[src/rtl/sc_usequencer.sv]
// Microprogram sequencer: computes the next control-store address each cycle,
// decodes instruction fields into dispatch targets, stalls on memory wait and
// counts decode dispatches.
//
// Handshake: sequencing has no valid/ready pair. SC_uSeq_Wait_InHigh works as an
// inverted "ready": an address loads on a rising edge only when wait is low (and
// the FSM is past BOOT). While wait is high, CSAI, the counter and Decode_Out
// hold their "no load" behaviour.
module sc_usequencer #(
   parameter int                   ADDRWIDTH  = 11,
   parameter logic [ADDRWIDTH-1:0] RESET_ADDR = '0
) (
   input  logic                 SC_uSeq_CLOCK_50,
   input  logic                 SC_uSeq_Reset_InLow,
   input  logic                 SC_uSeq_Wait_InHigh,
   input  logic [2:0]           SC_uSeq_COND,
   input  logic [ADDRWIDTH-1:0] SC_uSeq_JumpAddr,
   input  logic [1:0]           SC_uSeq_OP,
   input  logic [2:0]           SC_uSeq_OP2,
   input  logic [5:0]           SC_uSeq_OP3,
   input  logic                 SC_uSeq_BIT13,
   input  logic                 SC_uSeq_N,
   input  logic                 SC_uSeq_Z,
   input  logic                 SC_uSeq_V,
   input  logic                 SC_uSeq_C,
   output logic [ADDRWIDTH-1:0] SC_uSeq_CSAI,
   output logic                 SC_uSeq_Decode_Out,
   output logic                 SC_uSeq_Stalled,
   output logic [15:0]          SC_uSeq_InstrCount,
   output logic [1:0]           SC_uSeq_State
);

   typedef enum logic [1:0] {
      ST_BOOT  = 2'd0,
      ST_RUN   = 2'd1,
      ST_STALL = 2'd2
   } state_t;

   state_t                 state;
   state_t                 next_state;
   logic                   load;
   logic                   take_jump;
   logic                   is_decode;
   logic [5:0]             dec_field;
   logic [ADDRWIDTH-1:0]   decode_addr;
   logic [ADDRWIDTH-1:0]   seq_addr;
   logic [ADDRWIDTH-1:0]   next_addr;

   assign is_decode = (SC_uSeq_COND == 3'b111);
   assign seq_addr  = SC_uSeq_CSAI + {{(ADDRWIDTH-1){1'b0}}, 1'b1};

   // Dispatch target: format-specific field selection from the IR.
   always_comb begin
      dec_field = 6'b000000;
      case (SC_uSeq_OP)
         2'b00:   dec_field = {SC_uSeq_OP2, 3'b000};
         2'b01:   dec_field = 6'b000000;
         default: dec_field = SC_uSeq_OP3;
      endcase
      decode_addr = {1'b1, SC_uSeq_OP, dec_field, 2'b00};
   end

   // Branch condition evaluation and next-address mux.
   always_comb begin
      take_jump = 1'b0;
      case (SC_uSeq_COND)
         3'b001:  take_jump = SC_uSeq_N;
         3'b010:  take_jump = SC_uSeq_Z;
         3'b011:  take_jump = SC_uSeq_V;
         3'b100:  take_jump = SC_uSeq_C;
         3'b101:  take_jump = SC_uSeq_BIT13;
         3'b110:  take_jump = 1'b1;
         default: take_jump = 1'b0;
      endcase
      if (is_decode)
         next_addr = decode_addr;
      else if (take_jump)
         next_addr = SC_uSeq_JumpAddr;
      else
         next_addr = seq_addr;
   end

   // FSM state register.
   always_ff @(posedge SC_uSeq_CLOCK_50 or negedge SC_uSeq_Reset_InLow) begin
      if (!SC_uSeq_Reset_InLow)
         state <= ST_BOOT;
      else
         state <= next_state;
   end

   // FSM next state and load strobe; BOOT ignores wait and COND.
   always_comb begin
      next_state = state;
      load       = 1'b0;
      case (state)
         ST_BOOT: begin
            next_state = ST_RUN;
         end
         ST_RUN: begin
            if (SC_uSeq_Wait_InHigh)
               next_state = ST_STALL;
            else
               load = 1'b1;
         end
         ST_STALL: begin
            if (!SC_uSeq_Wait_InHigh) begin
               load       = 1'b1;
               next_state = ST_RUN;
            end
         end
         default: begin
            next_state = ST_BOOT;
         end
      endcase
   end

   // Address, decode flag and dispatch counter; a held decode never counts.
   always_ff @(posedge SC_uSeq_CLOCK_50 or negedge SC_uSeq_Reset_InLow) begin
      if (!SC_uSeq_Reset_InLow) begin
         SC_uSeq_CSAI       <= RESET_ADDR;
         SC_uSeq_Decode_Out <= 1'b0;
         SC_uSeq_InstrCount <= 16'h0000;
      end else begin
         SC_uSeq_Decode_Out <= load & is_decode;
         if (load)
            SC_uSeq_CSAI <= next_addr;
         if (load && is_decode)
            SC_uSeq_InstrCount <= SC_uSeq_InstrCount + 16'h0001;
      end
   end

   assign SC_uSeq_Stalled = (state == ST_STALL);
   assign SC_uSeq_State   = state;

endmodule

[config.mk]
export PLATFORM = sky130hd
export DESIGN_NAME = sc_usequencer
export DESIGN_NICKNAME = d
export VERILOG_FILES = /design/src/rtl/sc_usequencer.sv
export SDC_FILE = /design/constraint.sdc
export NUM_CORES = 1
export LEC_CHECK = 0
export ABC_CLOCK_PERIOD_IN_PS = 2300
export CAP_MARGIN = 20
export CORE_UTILIZATION = 45
export DETAILED_ROUTE_END_ITERATION = 8
export GPL_ROUTABILITY_DRIVEN = 0
export PLACE_DENSITY = 0.87
export SLEW_MARGIN = 20
export SYNTH_ARGS = -nofsm -noshare
export SYNTH_HDL_FRONTEND = slang
export SYNTH_SLANG_ARGS = --single-unit
[constraint.sdc]
create_clock -name SC_uSeq_CLOCK_50 -period 2.3 [get_ports SC_uSeq_CLOCK_50]
set_input_delay 0.23 -clock SC_uSeq_CLOCK_50 [delete_from_list [all_inputs] [get_ports SC_uSeq_CLOCK_50]]
set_output_delay 0.23 -clock SC_uSeq_CLOCK_50 [all_outputs]
set_load 0.005 [all_outputs]
==> results by group, run 1 <==
Worst setup path
  • CP Launch Point: SC_uSeq_State[0]$_DFFE_PN0P_
  • Crit path kind: flip-flop to flip-flop
  • CP endpoint: SC_uSeq_CSAI[0]$_DFFE_PN0P_
  • Critical path fanouts, max: 9
  • Crit. End Element: flip-flop
  • Worst Reg-to-Reg Cells: 6
  • CP required: between 2 and 3 ns
  • Data arrival, critical path: between 2 and 2.5 ns
  • Worst setup SP type: flip-flop
  • Reg2reg start: SC_uSeq_State[0]$_DFFE_PN0P_
  • Reg-to-reg endpoint: SC_uSeq_CSAI[0]$_DFFE_PN0P_
  • Reg2reg setup slack: about 0.33 ns

Synth
  • Post-synth EDFFs: 0
  • Synth area leader: dfrtp_1
  • Top cell type's share of synthesized area: between 40% and 50%
  • Async S/R FF share, synth: 100%
  • Ys Warns: 0
  • Synth unique cells: 45
  • Ys flop type: dfrtp_1
  • Mapped cell area: about 0.0018 mm2
  • Syn nets: 224
  • Sequential-to-total area share from yosys stat: roughly 41%
  • Synth area leaders: dfrtp_1, xnor2_1, xor2_1
  • Flops & latches, synth: 30
  • Syn_area_per_cell: a little under 10 um2
  • Mapped Cells: between 150 and 200

Detailed routing
  • Vias per cell: around 5.8
  • 1st-pass router iterations: 4
  • Antenna-violating nets left: 0
  • DRC errors left: 0
  • Vias after detailed routing: 1768
  • Starting DRT DRC Count: 87
  • Final WL: 4.79 mm
  • WL/cell: 15.7 um

Die
  • Die Wd: ~66 um
  • Die Span Y: between 60 and 70 um
  • Die area: ~0.0043 mm2
  • Std cell rows: 22
  • # IOs: 64
  • Initial core utilization: 48.4%
  • Total core area: around 0.0038 mm2

Pwr
  • Psw: between 800 and 900 uW
  • Leak pwr: approximately 1.1 nW
  • Int Pwr: approximately 1.5 mW
  • Clock power frac: 18.6%
  • Peak supply drop: just over 0.0005 V
  • Combinational share of power: 44.6%
  • PD cells: 902 mW/mm2
  • Sw Share: 36.3%
  • Sequential power share: between 30% and 40%

Placed design
  • Post-DP HPWL: 3.60 mm
  • # placed instances: 297
  • PortBufs: between 60 and 70
  • Post-Place Cell Area: 0.00253 mm2

CTS
  • Clock buffer depth: 2
  • Hold buffers post-CTS: 0
  • CTS Sinks: 30
  • Post-CTS resize count: 0
  • Clk pin slew, worst setup/hold paths: around 0.06 ns
  • Clock buffer count from CTS: 5
  • Post-CTS setup buffer count: 0
  • Clk_lat worst skew: approximately 0.28 ns
  • TritonCTS clock tree: done
  • CTS H-tree lvls: 2
  • Root Buffer: clkbuf_8

Cells and area
  • Most common library cell in the layout ignoring fill and taps: clkdlybuf4s50_1
  • Final net count: a little under 300
  • Post-route cell area: 0.00262 mm2
  • Synthesis-to-finish area growth: 43.7%
  • Antenna diodes: 0
  • Fin cells: between 300 and 400
  • Share of layout cells above drive strength 1: roughly 9.7%
  • Most frequent cells in the layout: clkdlybuf4s50_1, dfrtp_1, nand2_1

Run status
  • Outcome: finished clean

GRT
  • Number of global-route vias before repair: about 1700
  • Grt total ovfl: 0
  • Global-route usage over all layers: between 20% and 30%
  • Antenna violations before repair: 0
  • First-pass GRT wire length: a little under 8 mm
  • Largest net degree at the start of global routing: 31

Timing
  • Slew @ Worst Pin: around 0.69 ns
  • Worst slew margin: 53.6%
  • Final critical-path share of the clock period: between 80% and 90%
  • Crit path time final: 1.97 ns
  • Setup TNS: 0 ns
  • Max Slew Vio Count: 0
  • Clk_skew: ~0.0034 ns
  • Max Freq: around 0.51 GHz
  • Final setup viols: 0
  • Final Hold Viols: 0
  • RSZ-0062 raised after global routing: false

Flow run
  • Max cap viols: 0

Worst hold path
  • Hold Path Class: input port to async pin
## through the flow
| stage | hold WS [ns] | utilization, % | setup WS [ns] | power [mW] |
|---|---|---|---|---|
| final | 0.335 | 69.5 | 0.326 | 2.37 |
| after global placement | 0.459 | 67.1 | 0.176 | 1.88 |
| after floorplan | -0.0656 | - | 0.590 | 1.38 |
| after global routing | 0.375 | 69.5 | 0.157 | 2.53 |
| after CTS | 0.357 | 69.5 | 0.347 | 2.37 |
| after detailed placement | 0.461 | 67.1 | 0.109 | 1.92 |
## worst max-delay path, cell delays in order (launching register included)
cell	delay, ns
dfrtp_1	0.40
inv_1	0.08
ha_1	0.30
nand2b_1	0.13
nor2_1	0.58
o311ai_0	0.29
o21ai_1	0.13
## cells in the mapped netlist, drive strengths merged (4+ instances only)
cell type and n:
xor2 8, and3 4, nand2 16, nor3 11, a211oi 4, nand3 12, dfrtp 30, inv 6
a21oi 6, ha 5, o21ai 6, buf 4, nor2 4, a22oi 4, o31ai 7, nand4 6
xnor2 10
## how the worst min path moves through the flow
stage | to | from
after floorplan | SC_uSeq_CSAI[0]$_DFFE_PN0P_ | SC_uSeq_Reset_InLow
after global placement | SC_uSeq_InstrCount[15]$_DFFE_PN0P_ | SC_uSeq_InstrCount[15]$_DFFE_PN0P_
after detailed placement | SC_uSeq_InstrCount[15]$_DFFE_PN0P_ | SC_uSeq_InstrCount[15]$_DFFE_PN0P_
after CTS | SC_uSeq_InstrCount[6]$_DFFE_PN0P_ | SC_uSeq_Reset_InLow
after global routing | SC_uSeq_InstrCount[6]$_DFFE_PN0P_ | SC_uSeq_Reset_InLow
final | SC_uSeq_InstrCount[7]$_DFFE_PN0P_ | SC_uSeq_Reset_InLow
## state kept, by name, summed over array words and instances (netlist names)
name / cells
SC_uSeq_State: 2
SC_uSeq_InstrCount: 16
SC_uSeq_CSAI: 11
SC_uSeq_Decode_Out: 1
## power groups by stage
| stage | combinational [mW] | sequential [mW] | clock [mW] |
|---|---|---|---|
| after floorplan | 0.535 | 0.845 | 0 |
| after global routing | 1.16 | 0.900 | 0.472 |
| after global placement | 1.01 | 0.872 | 0 |
| final | 1.05 | 0.871 | 0.440 |
| after detailed placement | 1.05 | 0.876 | 0 |
| after CTS | 1.06 | 0.870 | 0.440 |
## logic make-up (layout without fill, tap and decap cells)
family	after synthesis	after routing	share of synthesized area (%)
AND/OR/NAND/NOR	66	66	19.6
AO/OA/AOI/OAI	51	51	22.3
flip-flops	30	30	41.1
XOR/XNOR	18	18	8.64
buffers and inverters	14	85	3.49
adder cells (fa/ha/maj)	5	5	3.43
multiplexers	2	2	1.44
## metal layers
| metal | part of all wire, % | global-route usage (%) |
|---|---|---|
| met3 | 4.8 | 6.08 |
| met2 | 50 | 40.1 |
| met1 | 44 | 30.6 |
| met5 | 0 | 0 |
| met4 | 1.3 | 9.51 |
## area by class of cell
type / count / area [um2]
well taps: 48 / 60.1
clock buffers: 7 / 86.3
clock inverters: 1 / 5.00
multi-input cells: 142 / 1010
flip-flops and latches: 30 / 751
fillers: 308 / 1150
inverters: 7 / 26.3
repair buffers: 70 / 683
Power figures use the tool's default switching activity.
==> inputs of run 2 (changes only) <==
--- a/config.mk
+++ b/config.mk
@@ -11,6 +11,7 @@
 export DETAILED_ROUTE_END_ITERATION = 8
 export GPL_ROUTABILITY_DRIVEN = 0
 export PLACE_DENSITY = 0.87
+export RECOVER_POWER = 100
 export SLEW_MARGIN = 20
 export SYNTH_ARGS = -nofsm -noshare
 export SYNTH_HDL_FRONTEND = slang
==> results by group, run 2 (synthesis results as in run 1) <==
Run status
  • Outcome: finished with violations
  • Violated checks: capacitance limit, slew limit

Worst setup path
  • Crit path kind: flip-flop to flip-flop
  • Worst setup SP type: flip-flop
  • Critical path fanouts, max: 9
  • Data arrival, critical path: roughly 2.2 ns
  • Worst path cell trace: inv_1 > ha_1 > nand2b_1 > nor2_1 > o311ai_0 > o21ai_0
  • Worst path max stage delay: 0.58 ns
  • CP required: between 2 and 3 ns
  • Crit. End Element: flip-flop
  • Slowest cell on crit path: nor2_1

Timing
  • Slew @ Worst Pin: approximately 1.6 ns
  • Clk_skew: between 0.003 and 0.004 ns
  • Max Freq: around 0.51 GHz
  • Final critical-path share of the clock period: 85.8%
  • Setup TNS: 0 ns
  • Worst slew margin: -9.99%
  • RSZ-0062 raised after global routing: false
  • Crit path time final: just under 2 ns
  • Max Slew Vio Count: 31
  • Final Hold Viols: 0
  • Final setup viols: 0

Die
  • Std cell rows: 22
  • Die Span Y: ~66 um
  • Die area: around 0.0043 mm2
  • # IOs: 64
  • Die Wd: ~66 um
  • Total core area: 0.00377 mm2
  • Initial core utilization: between 40% and 50%

Worst hold path
  • Hold Path Class: flip-flop to flip-flop

Placed design
  • # placed instances: 297
  • PortBufs: 63
  • Post-DP HPWL: 3.60 mm

Pwr
  • Leak pwr: 1.14 nW
  • Combinational share of power: 43.2%
  • Clock power frac: between 10% and 20%
  • Int Pwr: between 1 and 1.5 mW
  • Psw: roughly 850 uW
  • PD cells: 879 mW/mm2
  • Sequential power share: 37.6%
  • Sw Share: 37.0%
  • Peak supply drop: about 0.0005 V

Detailed routing
  • 1st-pass router iterations: 4
  • Vias after detailed routing: around 1800
  • Starting DRT DRC Count: between 80 and 90
  • DRC errors left: 0
  • Antenna-violating nets left: 0
  • Final WL: ~4.8 mm
  • Vias per cell: 5.78
  • WL/cell: approximately 16 um

Cells and area
  • Synthesis-to-finish area growth: 43.5%
  • Max FFs per register: 16
  • Share of layout cells above drive strength 1: around a tenth
  • Fin cells: 305
  • Antenna diodes: 0
  • Most common library cell in the layout ignoring fill and taps: dlygate4sd3_1
  • Most frequent cells in the layout: dlygate4sd3_1, dfrtp_1, clkdlybuf4s50_1
  • Top reg by flops: SC_uSeq_InstrCount
  • Fillcell total: 310
  • Final net count: 294

CTS
  • Clk_lat worst skew: ~0.28 ns
  • Clock buffer depth: 2
  • CTS H-tree lvls: 2
  • CTS Sinks: 30
  • Clock buffer count from CTS: 5
  • TritonCTS clock tree: done
  • Post-CTS resize count: 0
  • Clk pin slew, worst setup/hold paths: ~0.06 ns
  • Hold buffers post-CTS: 0
  • Post-CTS setup buffer count: 0
  • Root Buffer: clkbuf_8

GRT
  • First-pass GRT wire length: between 7 and 8 mm
  • Global-route usage over all layers: between 20% and 30%
  • Largest net degree at the start of global routing: 31
  • Antenna violations before repair: 0
  • Grt total ovfl: 0
  • Number of global-route vias before repair: ~1700

Flow run
  • Max cap viols: 1
## run 2: metal layers
layer | global-route usage, % | vias up | part of all wire [%]
li1 | - | 847 | -
met1 | 30.6 | 853 | 44
met2 | 40.1 | 56 | 50
met3 | 6.08 | 8 | 4.9
met4 | 9.51 | 0 | 1.2
met5 | 0 | - | 0
## run 2: worst paths after layout
check,cells past startpoint,slack [ns],startpoint,endpoint
max,6,0.33,SC_uSeq_State[0]$_DFFE_PN0P_,SC_uSeq_CSAI[0]$_DFFE_PN0P_
min,1,0.46,SC_uSeq_InstrCount[15]$_DFFE_PN0P_,SC_uSeq_InstrCount[15]$_DFFE_PN0P_
max reg2reg,6,0.33,SC_uSeq_State[0]$_DFFE_PN0P_,SC_uSeq_CSAI[0]$_DFFE_PN0P_
min reg2reg,1,0.46,SC_uSeq_InstrCount[15]$_DFFE_PN0P_,SC_uSeq_InstrCount[15]$_DFFE_PN0P_
max in group asynchronous,2,0.44,SC_uSeq_Reset_InLow,SC_uSeq_InstrCount[0]$_DFFE_PN0P_
min in group asynchronous,2,0.90,SC_uSeq_Reset_InLow,SC_uSeq_InstrCount[7]$_DFFE_PN0P_
## run 2: metrics by stage
stage	cell area, um2	power, mW	utilization [%]	setup slack [ns]	hold WS, ns
floorplan	1830	1.38	-	0.590	-0.0656
global placement	2530	1.88	67.1	0.176	0.459
detailed placement	2530	1.92	67.1	0.109	0.461
CTS	2620	2.37	69.5	0.347	0.357
global route	2620	2.46	69.4	0.0950	0.485
finish	2620	2.30	69.4	0.327	0.464
## run 2: final cells by class
type | instances | area (um2) | area share (%)
clock buffer | 7 | 86.3 | 3.30
clock inverter | 1 | 5.00 | 0.191
inverter | 7 | 26.3 | 1.00
multi-input combinational | 142 | 1010 | 38.6
sequential | 30 | 751 | 28.7
tap | 48 | 60.1 | 2.29
timing repair buffer | 70 | 679 | 25.9
## run 2: power by group through the flow
| stage | combinational, mW | clock, mW | sequential [mW] |
|---|---|---|---|
| after CTS | 1.06 | 0.440 | 0.870 |
| final | 0.995 | 0.440 | 0.865 |
| after global routing | 1.09 | 0.472 | 0.895 |
| after global placement | 1.01 | 0 | 0.872 |
| after detailed placement | 1.05 | 0 | 0.876 |
| after floorplan | 0.535 | 0 | 0.845 |
## run 2: worst max-delay path: cells and delay by family (launching register included)
kind | cells | cell delay (ns)
simple gates | 2 | 0.71
buf+inv | 1 | 0.08
compound gates | 2 | 0.41
fa+ha+maj | 1 | 0.30
flops | 1 | 0.39
==> inputs of run 3 (changes only) <==
--- a/config.mk
+++ b/config.mk
@@ -16,3 +16,4 @@
 export SYNTH_ARGS = -nofsm -noshare
 export SYNTH_HDL_FRONTEND = slang
 export SYNTH_SLANG_ARGS = --single-unit
+export TNS_END_PERCENT = 20
==> results of run 3 <==
The final DEF is identical to that of run 2; final timing and power are the same.
